**src/rtl/rf_pkg.sv**
```systemverilog
// Shared constants for the rename register file: default tag width, the reserved
// "no tag" value and the hardwired-zero register index.
package rf_pkg;

    localparam int unsigned TAG_W     = 4;
    localparam int unsigned NREG_DEF  = 32;
    localparam int unsigned REG_AW    = $clog2(NREG_DEF);
    localparam logic [TAG_W-1:0] EMPTY_TAG = '0;
    localparam int unsigned ZERO_REG  = 0;

endpackage

```
**src/rtl/rf_read_port.sv**
```systemverilog
// One combinational read port of the rename register file: decode, x0 masking and,
// when RF_COMMIT_BYPASS_EN is defined, forwarding of same-cycle commit data.
module rf_read_port #(
    parameter int unsigned XLEN  = 32,
    parameter int unsigned NREG  = 32,
    parameter int unsigned TAG_W = rf_pkg::TAG_W,
    parameter int unsigned NCM   = 1
) (
    input  logic [$clog2(NREG)-1:0]      rd_reg_i,
    input  logic [XLEN-1:0]              data_i [NREG],
    input  logic [TAG_W-1:0]             tag_i  [NREG],
    input  logic                         rdy_i,
    input  logic [NCM-1:0]               cm_valid_i,
    input  logic [NCM*$clog2(NREG)-1:0]  cm_reg_i,
    input  logic [NCM*XLEN-1:0]          cm_data_i,
    input  logic [NCM-1:0]               cm_clr_i,
    output logic [XLEN-1:0]              rd_data_o,
    output logic [TAG_W-1:0]             rd_tag_o
);

    localparam int unsigned AW = $clog2(NREG);
    localparam logic [TAG_W-1:0] NO_TAG = TAG_W'(rf_pkg::EMPTY_TAG);

    always_comb begin
        rd_data_o = data_i[rd_reg_i];
        rd_tag_o  = tag_i[rd_reg_i];
`ifdef RF_COMMIT_BYPASS_EN
        // Ascending loop so the highest matching commit slot wins.
        for (int c = 0; c < NCM; c++) begin
            if (rdy_i && cm_valid_i[c] && (cm_reg_i[c*AW +: AW] == rd_reg_i)) begin
                rd_data_o = cm_data_i[c*XLEN +: XLEN];
                rd_tag_o  = cm_clr_i[c] ? NO_TAG : tag_i[rd_reg_i];
            end
        end
`endif
        if (rd_reg_i == AW'(rf_pkg::ZERO_REG)) begin
            rd_data_o = '0;
            rd_tag_o  = NO_TAG;
        end
    end

`ifndef RF_COMMIT_BYPASS_EN
    logic unused_bypass;
    assign unused_bypass = ^{rdy_i, cm_valid_i, cm_reg_i, cm_data_i, cm_clr_i};
`endif

endmodule

```
**src/rtl/rename_regfile.sv**
```systemverilog
// Architectural register file with per-register rename tags, commit/rename update
// priority, global flush and busy-register count. Option: RF_COMMIT_BYPASS_EN.
module rename_regfile #(
    parameter int unsigned XLEN  = 32,
    parameter int unsigned NREG  = 32,
    parameter int unsigned TAG_W = rf_pkg::TAG_W,
    parameter int unsigned NRD   = 2,
    parameter int unsigned NREN  = 1,
    parameter int unsigned NCM   = 1
) (
    input  logic                          clk,
    input  logic                          rst,
    input  logic                          rdy,
    input  logic                          flush,
    input  logic [NRD*$clog2(NREG)-1:0]   rd_reg,
    output logic [NRD*XLEN-1:0]           rd_data,
    output logic [NRD*TAG_W-1:0]          rd_tag,
    input  logic [NREN-1:0]               ren_valid,
    input  logic [NREN*$clog2(NREG)-1:0]  ren_reg,
    input  logic [NREN*TAG_W-1:0]         ren_tag,
    input  logic [NCM-1:0]                cm_valid,
    input  logic [NCM*$clog2(NREG)-1:0]   cm_reg,
    input  logic [NCM*XLEN-1:0]           cm_data,
    input  logic [NCM*TAG_W-1:0]          cm_tag,
    output logic [$clog2(NREG):0]         busy_cnt
);

    localparam int unsigned AW = $clog2(NREG);
    localparam int unsigned CW = AW + 1;
    localparam logic [AW-1:0] X0 = AW'(rf_pkg::ZERO_REG);

    logic [XLEN-1:0]  data_q [NREG];
    logic [XLEN-1:0]  data_d [NREG];
    logic [TAG_W-1:0] tag_q  [NREG];
    logic [TAG_W-1:0] tag_d  [NREG];
    logic [CW-1:0]    busy_cnt_q, busy_cnt_d;
    logic [NREG-1:0]  ren_hit;
    logic [NCM-1:0]   cm_clr;

    // Registers receiving an accepted rename this cycle; such a rename blocks commit tag clears.
    always_comb begin
        ren_hit = '0;
        if (rdy && !flush) begin
            for (int r = 0; r < NREN; r++) begin
                if (ren_valid[r] && (ren_reg[r*AW +: AW] != X0)) begin
                    ren_hit[ren_reg[r*AW +: AW]] = 1'b1;
                end
            end
        end
    end

    always_comb begin
        cm_clr = '0;
        for (int c = 0; c < NCM; c++) begin
            cm_clr[c] = rdy && cm_valid[c] && (cm_reg[c*AW +: AW] != X0) &&
                        (cm_tag[c*TAG_W +: TAG_W] == tag_q[cm_reg[c*AW +: AW]]) &&
                        !ren_hit[cm_reg[c*AW +: AW]];
        end
    end

    always_comb begin
        for (int i = 0; i < NREG; i++) begin
            data_d[i] = data_q[i];
            tag_d[i]  = tag_q[i];
        end
        if (rdy) begin
            for (int c = 0; c < NCM; c++) begin
                if (cm_valid[c] && (cm_reg[c*AW +: AW] != X0)) begin
                    data_d[cm_reg[c*AW +: AW]] = cm_data[c*XLEN +: XLEN];
                    if (cm_clr[c]) begin
                        tag_d[cm_reg[c*AW +: AW]] = '0;
                    end
                end
            end
            if (!flush) begin
                for (int r = 0; r < NREN; r++) begin
                    if (ren_valid[r] && (ren_reg[r*AW +: AW] != X0)) begin
                        tag_d[ren_reg[r*AW +: AW]] = ren_tag[r*TAG_W +: TAG_W];
                    end
                end
            end
        end
        if (flush) begin
            for (int i = 0; i < NREG; i++) begin
                tag_d[i] = '0;
            end
        end
    end

    // Popcount of the registered tags, itself registered; it tracks the tags a cycle behind.
    always_comb begin
        busy_cnt_d = '0;
        for (int i = 0; i < NREG; i++) begin
            busy_cnt_d = busy_cnt_d + CW'(tag_q[i] != '0);
        end
    end

    always_ff @(posedge clk) begin
        if (rst) begin
            for (int i = 0; i < NREG; i++) begin
                data_q[i] <= '0;
                tag_q[i]  <= '0;
            end
            busy_cnt_q <= '0;
        end else begin
            data_q     <= data_d;
            tag_q      <= tag_d;
            busy_cnt_q <= busy_cnt_d;
        end
    end

    assign busy_cnt = busy_cnt_q;

    for (genvar p = 0; p < NRD; p++) begin : g_rd
        rf_read_port #(
            .XLEN  (XLEN),
            .NREG  (NREG),
            .TAG_W (TAG_W),
            .NCM   (NCM)
        ) u_rd (
            .rd_reg_i   (rd_reg[p*AW +: AW]),
            .data_i     (data_q),
            .tag_i      (tag_q),
            .rdy_i      (rdy),
            .cm_valid_i (cm_valid),
            .cm_reg_i   (cm_reg),
            .cm_data_i  (cm_data),
            .cm_clr_i   (cm_clr),
            .rd_data_o  (rd_data[p*XLEN +: XLEN]),
            .rd_tag_o   (rd_tag[p*TAG_W +: TAG_W])
        );
    end

endmodule

```
**config.mk**
```make
export PLATFORM = sky130hd
export DESIGN_NAME = rename_regfile
export DESIGN_NICKNAME = d
export VERILOG_FILES = /design/src/rtl/rf_pkg.sv /design/src/rtl/rf_read_port.sv /design/src/rtl/rename_regfile.sv
export SDC_FILE = /design/constraint.sdc
export NUM_CORES = 2
export LEC_CHECK = 0
export CAP_MARGIN = 30
export CORE_MARGIN = 2
export CORE_UTILIZATION = 40
export DETAILED_ROUTE_END_ITERATION = 12
export DONT_BUFFER_PORTS = 1
export GPL_TIMING_DRIVEN = 0
export PLACE_DENSITY = 0.66
export SETUP_SLACK_MARGIN = 0.5
export SYNTH_ARGS = -nofsm -noshare
export SYNTH_HDL_FRONTEND = slang
export SYNTH_SLANG_ARGS = --single-unit
```
**constraint.sdc**
```tcl
create_clock -name clk -period 6.6 [get_ports clk]
set_input_delay 0.66 -clock clk [delete_from_list [all_inputs] [get_ports clk]]
set_output_delay 0.66 -clock clk [all_outputs]
set_load 0.1 [all_outputs]
```
**Word level (Yosys, flattened, before mapping)**

Index checks and enable logic that the tools add are counted.

- Register bits: 1,158
- Output and inout bits: 78
- Logic and storage cells: 199

- Add/sub/neg operators: 31
- Order comparisons: 9
- Equal/unequal tests: 1
- Mux-type cells: 37
- Bitwise operators: 6
- Reduce and logical (&&, ||, !) cells: 50

Operator list:

| kind | count |
|---|---|
| $bwmux W1024 | 1 |
| $mux W128 | 4 |
| $bmux W32 S5 | 2 |
| $mux W32 | 9 |
| $demux W32 S5 | 1 |
| $add A6 B1 Y6 | 26 |
| $and A128 B128 Y128 | 1 |
| $bwmux W128 | 1 |
| $not A128 Y128 | 1 |
| $reduce_bool A4 Y1 | 32 |
| $bmux W4 S5 | 3 |
| $demux W4 S5 | 2 |
| $mux W4 | 10 |
| $ge A6 B6 Y1 const B | 4 |
| $not A5 Y6 | 4 |
| $lt A5 B6 Y1 const B | 2 |
| $lt A6 B1 Y1 const B | 2 |
| $logic_and A1 B1 Y1 | 10 |
| $logic_not A5 Y1 | 2 |
| $reduce_bool A5 Y1 | 2 |
| $add A5 B1 Y6 | 1 |
| $add A4 B1 Y5 | 1 |
| $bmux W1 S5 | 1 |
| $demux W1 S5 | 1 |
| other kinds (9) | 11 |

**Longest topological paths before layout**

- Depth in word-level cells: 32
- Mapped depth: 18
- Depth with buffers taken out: 18

**Modules after synthesis**

A second synthesis with hierarchy kept.

- Cells, all modules: 7,031
- Area, all modules: 62,396.1 um^2

By module, submodules not included:

| module | instances | cells an instance | area an instance (um^2) | sequential area each (um^2) |
|---|---|---|---|---|
| rename_regfile | 1 | 5,541 | 43,723.2 | 23,182.2 |
| rf_read_port | 2 | 745 | 9,336.5 | 0.0 |

**Worst setup path before layout**

No wires, ideal clock.

- Kind: register -> register
- From: reg tag_q[67] (netlist name)
- To: reg busy_cnt_q[4] (netlist: busy_cnt[4])
- Library setup time: 0.128 ns
- Arrival: 4.872 ns
- Data required time: 6.472 ns
- Slack: 1.601 ns
- Cell stages (with the launch flop): 18
- Period minus slack after synthesis: 4.999 ns
- Path through: dfxtp_1 > or4_1 > fa_1 > fa_1 > inv_1 > fa_1 > fa_1 > fa_1 > fa_1 > inv_1 > ha_1 > inv_1 > fa_1 > inv_1 > a21o_1 > a21oi_1 > xor2_1 > nor2_1

- Cells in the longest elaborated chain, start to end: 18

RTL lines:

| item | line | source |
|---|---|---|
| from (decl) | rename_regfile.sv:34 | `logic [TAG_W-1:0] tag_q [NREG];` |
| from (signal assigned) | rename_regfile.sv:107 | `tag_q <= tag_d;` |
| $reduce_bool A4 Y1 | rename_regfile.sv:94 | `busy_cnt_d = busy_cnt_d + CW'(tag_q[i] != '0);` |
| $add A6 B1 Y6 (17 in a row) | rename_regfile.sv:94 |  |
| to (signal assigned) | rename_regfile.sv:108 | `busy_cnt_q <= busy_cnt_d;` |
| to (decl) | rename_regfile.sv:36 | `logic [CW-1:0] busy_cnt_q, busy_cnt_d;` |

Every way passes these cells.
A chain may end at the register's enable or synchronous reset.

**Final worst setup path**

- From: in rd_reg[6]
- To: out rd_data[42]

- Cells in the longest elaborated chain, start to end: 5
- Elaborated cells on any way between the ends: 6
- Classes of those cells: mux (4); bitwise (1); reduce/logical (1)

RTL lines:

| item | line | source |
|---|---|---|
| from (decl) | rename_regfile.sv:15 | `input logic [NRD*$clog2(NREG)-1:0] rd_reg,` |
| $not A5 Y6 (implied by the code) | rf_read_port.sv:25 | `rd_data_o = data_i[rd_reg_i];` |
| $bmux W32 S5 | rf_read_port.sv:25 |  |
| $mux W32 (implied by the code) (2 in a row) | rf_read_port.sv:25 |  |
| $mux W32 * | rf_read_port.sv:36 | `if (rd_reg_i == AW'(rf_pkg::ZERO_REG)) begin` |
| to (decl) | rename_regfile.sv:16 | `output logic [NRD*XLEN-1:0] rd_data,` |

Mark *: on every way between the ends. The rest lies on a longest branch, timed or not. The select of a mux whose other input is x is not followed.

==> impl_table.tex <==
\begin{tabular}{lr}
\hline
Metric & Value \\
\hline
\multicolumn{2}{l}{\textbf{Outcome}} \\
\quad Run status & complete, no violations \\
\multicolumn{2}{l}{\textbf{Yosys}} \\
\quad Synthesized net count & between 6000 and 7000 \\
\quad Synthesized netlist cell count & 6662 \\
\quad Proportion of synthesized flip-flops having asynchronous set or reset & 0\% \\
\quad Number of distinct library cells after synthesis & 51 \\
\quad Main flop type after synthesis & dfxtp\_1 \\
\quad Syn Std Cell Area & about 60000 sq um \\
\quad Yosys Warn Count & 0 \\
\quad Number of flip-flops and latches in the synthesized netlist & roughly 1200 \\
\quad Number of enable-type register cells in the synthesized netlist & 0 \\
\quad Avg Cell Area, Syn & 9.21 sq um \\
\quad Portion of the post-synthesis area used by sequential elements & a little under two fifths \\
\multicolumn{2}{l}{\textbf{Routing}} \\
\quad Number of vias after detailed routing & 58300 \\
\quad Number of iterations in the first detailed-routing pass & 9 \\
\quad Vias per std cell & between 6 and 7 \\
\quad Initial detailed-routing violation count & approximately 9000 \\
\quad Drt wl/cell & 30.1 um \\
\quad Post-detailed-routing wire length & 275 mm \\
\quad DRC errors left & 0 \\
\quad Residual antenna-violating net count after detailed routing & 0 \\
\multicolumn{2}{l}{\textbf{Place}} \\
\quad Port buffer count & 0 \\
\quad Global placement routability congestion & about 1 \\
\quad HPWL after detailed placement & about 210 mm \\
\quad Worst slack at placement & around 1.1 ns \\
\multicolumn{2}{l}{\textbf{Setup path}} \\
\quad WS Path Type & input pin to primary output \\
\quad Cells along the critical path & buf\_2 -> buf\_1 -> clkbuf\_1 -> mux4\_2 -> mux4\_2 -> mux2i\_1 -> nor2\_2 -> buf\_8 \\
\quad Maximum fanout along the worst path & 10 \\
\quad Largest stage delay on the critical path & 0.90 ns \\
\quad Highest-delay cell along the critical path & buf\_1 \\
\quad CP Launch Type & input pin \\
\quad Critical path data required time & roughly 5.9 ns \\
\quad Critical path's most frequent cell & mux4\_2 \\
\quad Crit. End Element & primary output \\
\quad Worst endpoint data arrival time & between 4 and 5 ns \\
\quad Depth of the most critical reg-to-reg path & 18 \\
\multicolumn{2}{l}{\textbf{Timing}} \\
\quad Tightest Pin Transition & 1.12 ns \\
\quad Max-slew violations & 0 \\
\quad Relative slew slack & between 20\% and 30\% \\
\quad Worst setup skew after layout & $\sim$0.067 ns \\
\quad Post-layout minimum cycle time & approximately 5.6 ns \\
\quad \# setup viols final & 0 \\
\quad Maximum clock rate & around 0.18 GHz \\
\quad Unrepaired setup endpoints after global routing & no \\
\quad Number of hold violations in the final report & 0 \\
\quad Final setup TNS & 0 ns \\
\quad Final setup margin & slightly below 1 ns \\
\quad Post-route fraction of the period consumed by the critical path & 85.3\% \\
\multicolumn{2}{l}{\textbf{Finish}} \\
\quad Most common cell after layout, fill and taps aside & nand2\_1 \\
\quad Synthesis-to-layout area growth & 16.1\% \\
\quad Commonest non-fill, non-tap cells in the layout & nand2\_1 (2073), dfxtp\_1 (1158), a21oi\_1 (1123) \\
\quad Share of the core filled with cells in the final layout & 46.9\% \\
\quad Number of nets in the final layout & about 7100 \\
\quad Share of post-route cells with drive strength above 1 & between 15 and 20\% \\
\multicolumn{2}{l}{\textbf{Hold path}} \\
\quad Path category of the worst min-delay check & input pin to register \\
\quad Cell count of the worst hold path & 2 \\
\multicolumn{2}{l}{\textbf{Power and ir drop}} \\
\quad Leak Pwr & between 20 and 25 nW \\
\quad Power per cell area & 222 nW/um\^{}2 \\
\quad Maximum ir drop on the vdd rail & approximately 0.26 mV \\
\quad Final total power & roughly 16 mW \\
\multicolumn{2}{l}{\textbf{CTS}} \\
\quad Clock sink total & about 1200 \\
\quad Post-CTS Setup Bufs & 0 \\
\quad Number of levels in the clock H-tree & 3 \\
\quad Post-cts repair resize count & 0 \\
\quad CTS Buf Count & 120 \\
\quad Root Buffer & clkbuf\_16 \\
\quad Clk\_lat worst skew & about 0.79 ns \\
\quad Clock edge transition at the registers on the reported setup and hold paths & around 0.06 ns \\
\quad Maximum clock path buffer count & 3 \\
\quad Post-CTS Hold Fix Bufs & 29 \\
\quad CTS tree & built \\
\multicolumn{2}{l}{\textbf{Floorplan}} \\
\quad Core area & 152000 sq um \\
\quad Chip Width & $\sim$400 um \\
\quad Chip height & 396 um \\
\quad Cell row count & 143 \\
\quad Overall die area & 157000 sq um \\
\quad Top-level port count & between 100 and 150 \\
\quad Starting density of the core & 40.4\% \\
\multicolumn{2}{l}{\textbf{Global route}} \\
\quad Via count of the first global-routing pass & roughly 54000 \\
\quad GRT overflow & 0 \\
\quad First-pass GRT wire length & 387 mm \\
\quad Total Routing Usage GR & 34.1\% \\
\quad Pin count of the biggest net entering global routing & 20 \\
\quad Number of antenna violations at the first check in global routing & 17 \\
\multicolumn{2}{l}{\textbf{Job}} \\
\quad Number of violations of the max-capacitance limit & 0 \\
\hline
\end{tabular}
[routing by layer]
| metal | GRT usage [%] | share of wire [%] |
|---|---|---|
| met1 | 42.3 | 35 |
| met2 | 49.1 | 42 |
| met3 | 10.8 | 14 |
| met4 | 26.7 | 9.6 |
| met5 | 0 | 0.026 |
[metrics by stage]
| step | hold slack, ns | instances | area (sq um) |
|---|---|---|---|
| 2_1_floorplan | 0.443 | 6662 | 61400 |
| 3_3_place_gp | 0.448 | 8692 | 63900 |
| 3_5_place_dp | 0.455 | 8834 | 66500 |
| 4_1_cts | 0.0619 | 9087 | 71000 |
| 5_1_grt | 0.0925 | 9110 | 71300 |
| 6_report | 0.0770 | 9118 | 71300 |
[power breakdown]
group,internal (mW),switching (mW)
Sequential,7.01,0.0278
Combinational,0.410,1.01
Clock,4.12,3.22
Total,11.5,4.26
[synthesized netlist by cell type (all sizes together) (3+ instances only)]
cell type / count / share of area [%]
a31oi: 4 / 0.041
nand2: 2074 / 13
nor4b: 4 / 0.082
buf: 126 / 0.91
inv: 30 / 0.18
nor3: 20 / 0.16
fa: 24 / 0.78
ha: 7 / 0.14
and3: 9 / 0.092
nand3: 163 / 1.3
nand2b: 3 / 0.031
xnor2: 4 / 0.057
clkbuf: 532 / 3.3
dfxtp: 1158 / 38
a21oi: 1124 / 9.2
nor2: 246 / 1.5
or4: 15 / 0.18
and2: 12 / 0.12
o21ai: 125 / 1.0
nor2b: 42 / 0.43
nor4: 36 / 0.73
mux4: 724 / 27
xor2: 5 / 0.071
a22oi: 24 / 0.29
nand4: 5 / 0.051
mux2i: 128 / 2.1
[critical path, delay by kind of cell]
kind                   cells  cell delay [ns]
buffers and inverters      4             2.44
multiplexers               3             1.75
AND/OR/NAND/NOR            1             0.08
[cell type report]
type / instances / area (sq um)
fillers: 14300 / 80800
multi-input cells: 4816 / 35700
flip-flops and latches: 1158 / 23200
clock buffers: 166 / 3440
repair buffers: 193 / 2930
plain buffers: 658 / 2570
well taps: 2030 / 2540
clock inverters: 58 / 746
inverters: 30 / 113
diodes: 9 / 22.5
[flip-flops by register name (all words and copies together) (netlist names)]
signal    count
busy_cnt      6
data_q     1024
tag_q       128
[cell families after synthesis]
family | after synthesis | share of synthesized area (%)
mux | 852 | 28.7
buf+inv | 688 | 4.35
compound gates | 1284 | 10.6
fa+ha+maj | 31 | 0.925
xor+xnor | 9 | 0.128
simple gates | 2640 | 17.6
flops | 1158 | 37.8
[final timing paths]
path                            start                        to  slack [ns]
min reg2reg  data_q[805]$_SDFFE_PP0P_  data_q[805]$_SDFFE_PP0P_        0.46
max reg2reg    tag_q[32]$_SDFFE_PP0P_    busy_cnt[4]$_SDFF_PP0_        1.14
min                        cm_data[2]  data_q[898]$_SDFFE_PP0P_        0.08
max                         rd_reg[6]               rd_data[42]        0.97
(Power assumes the default switching activity.)
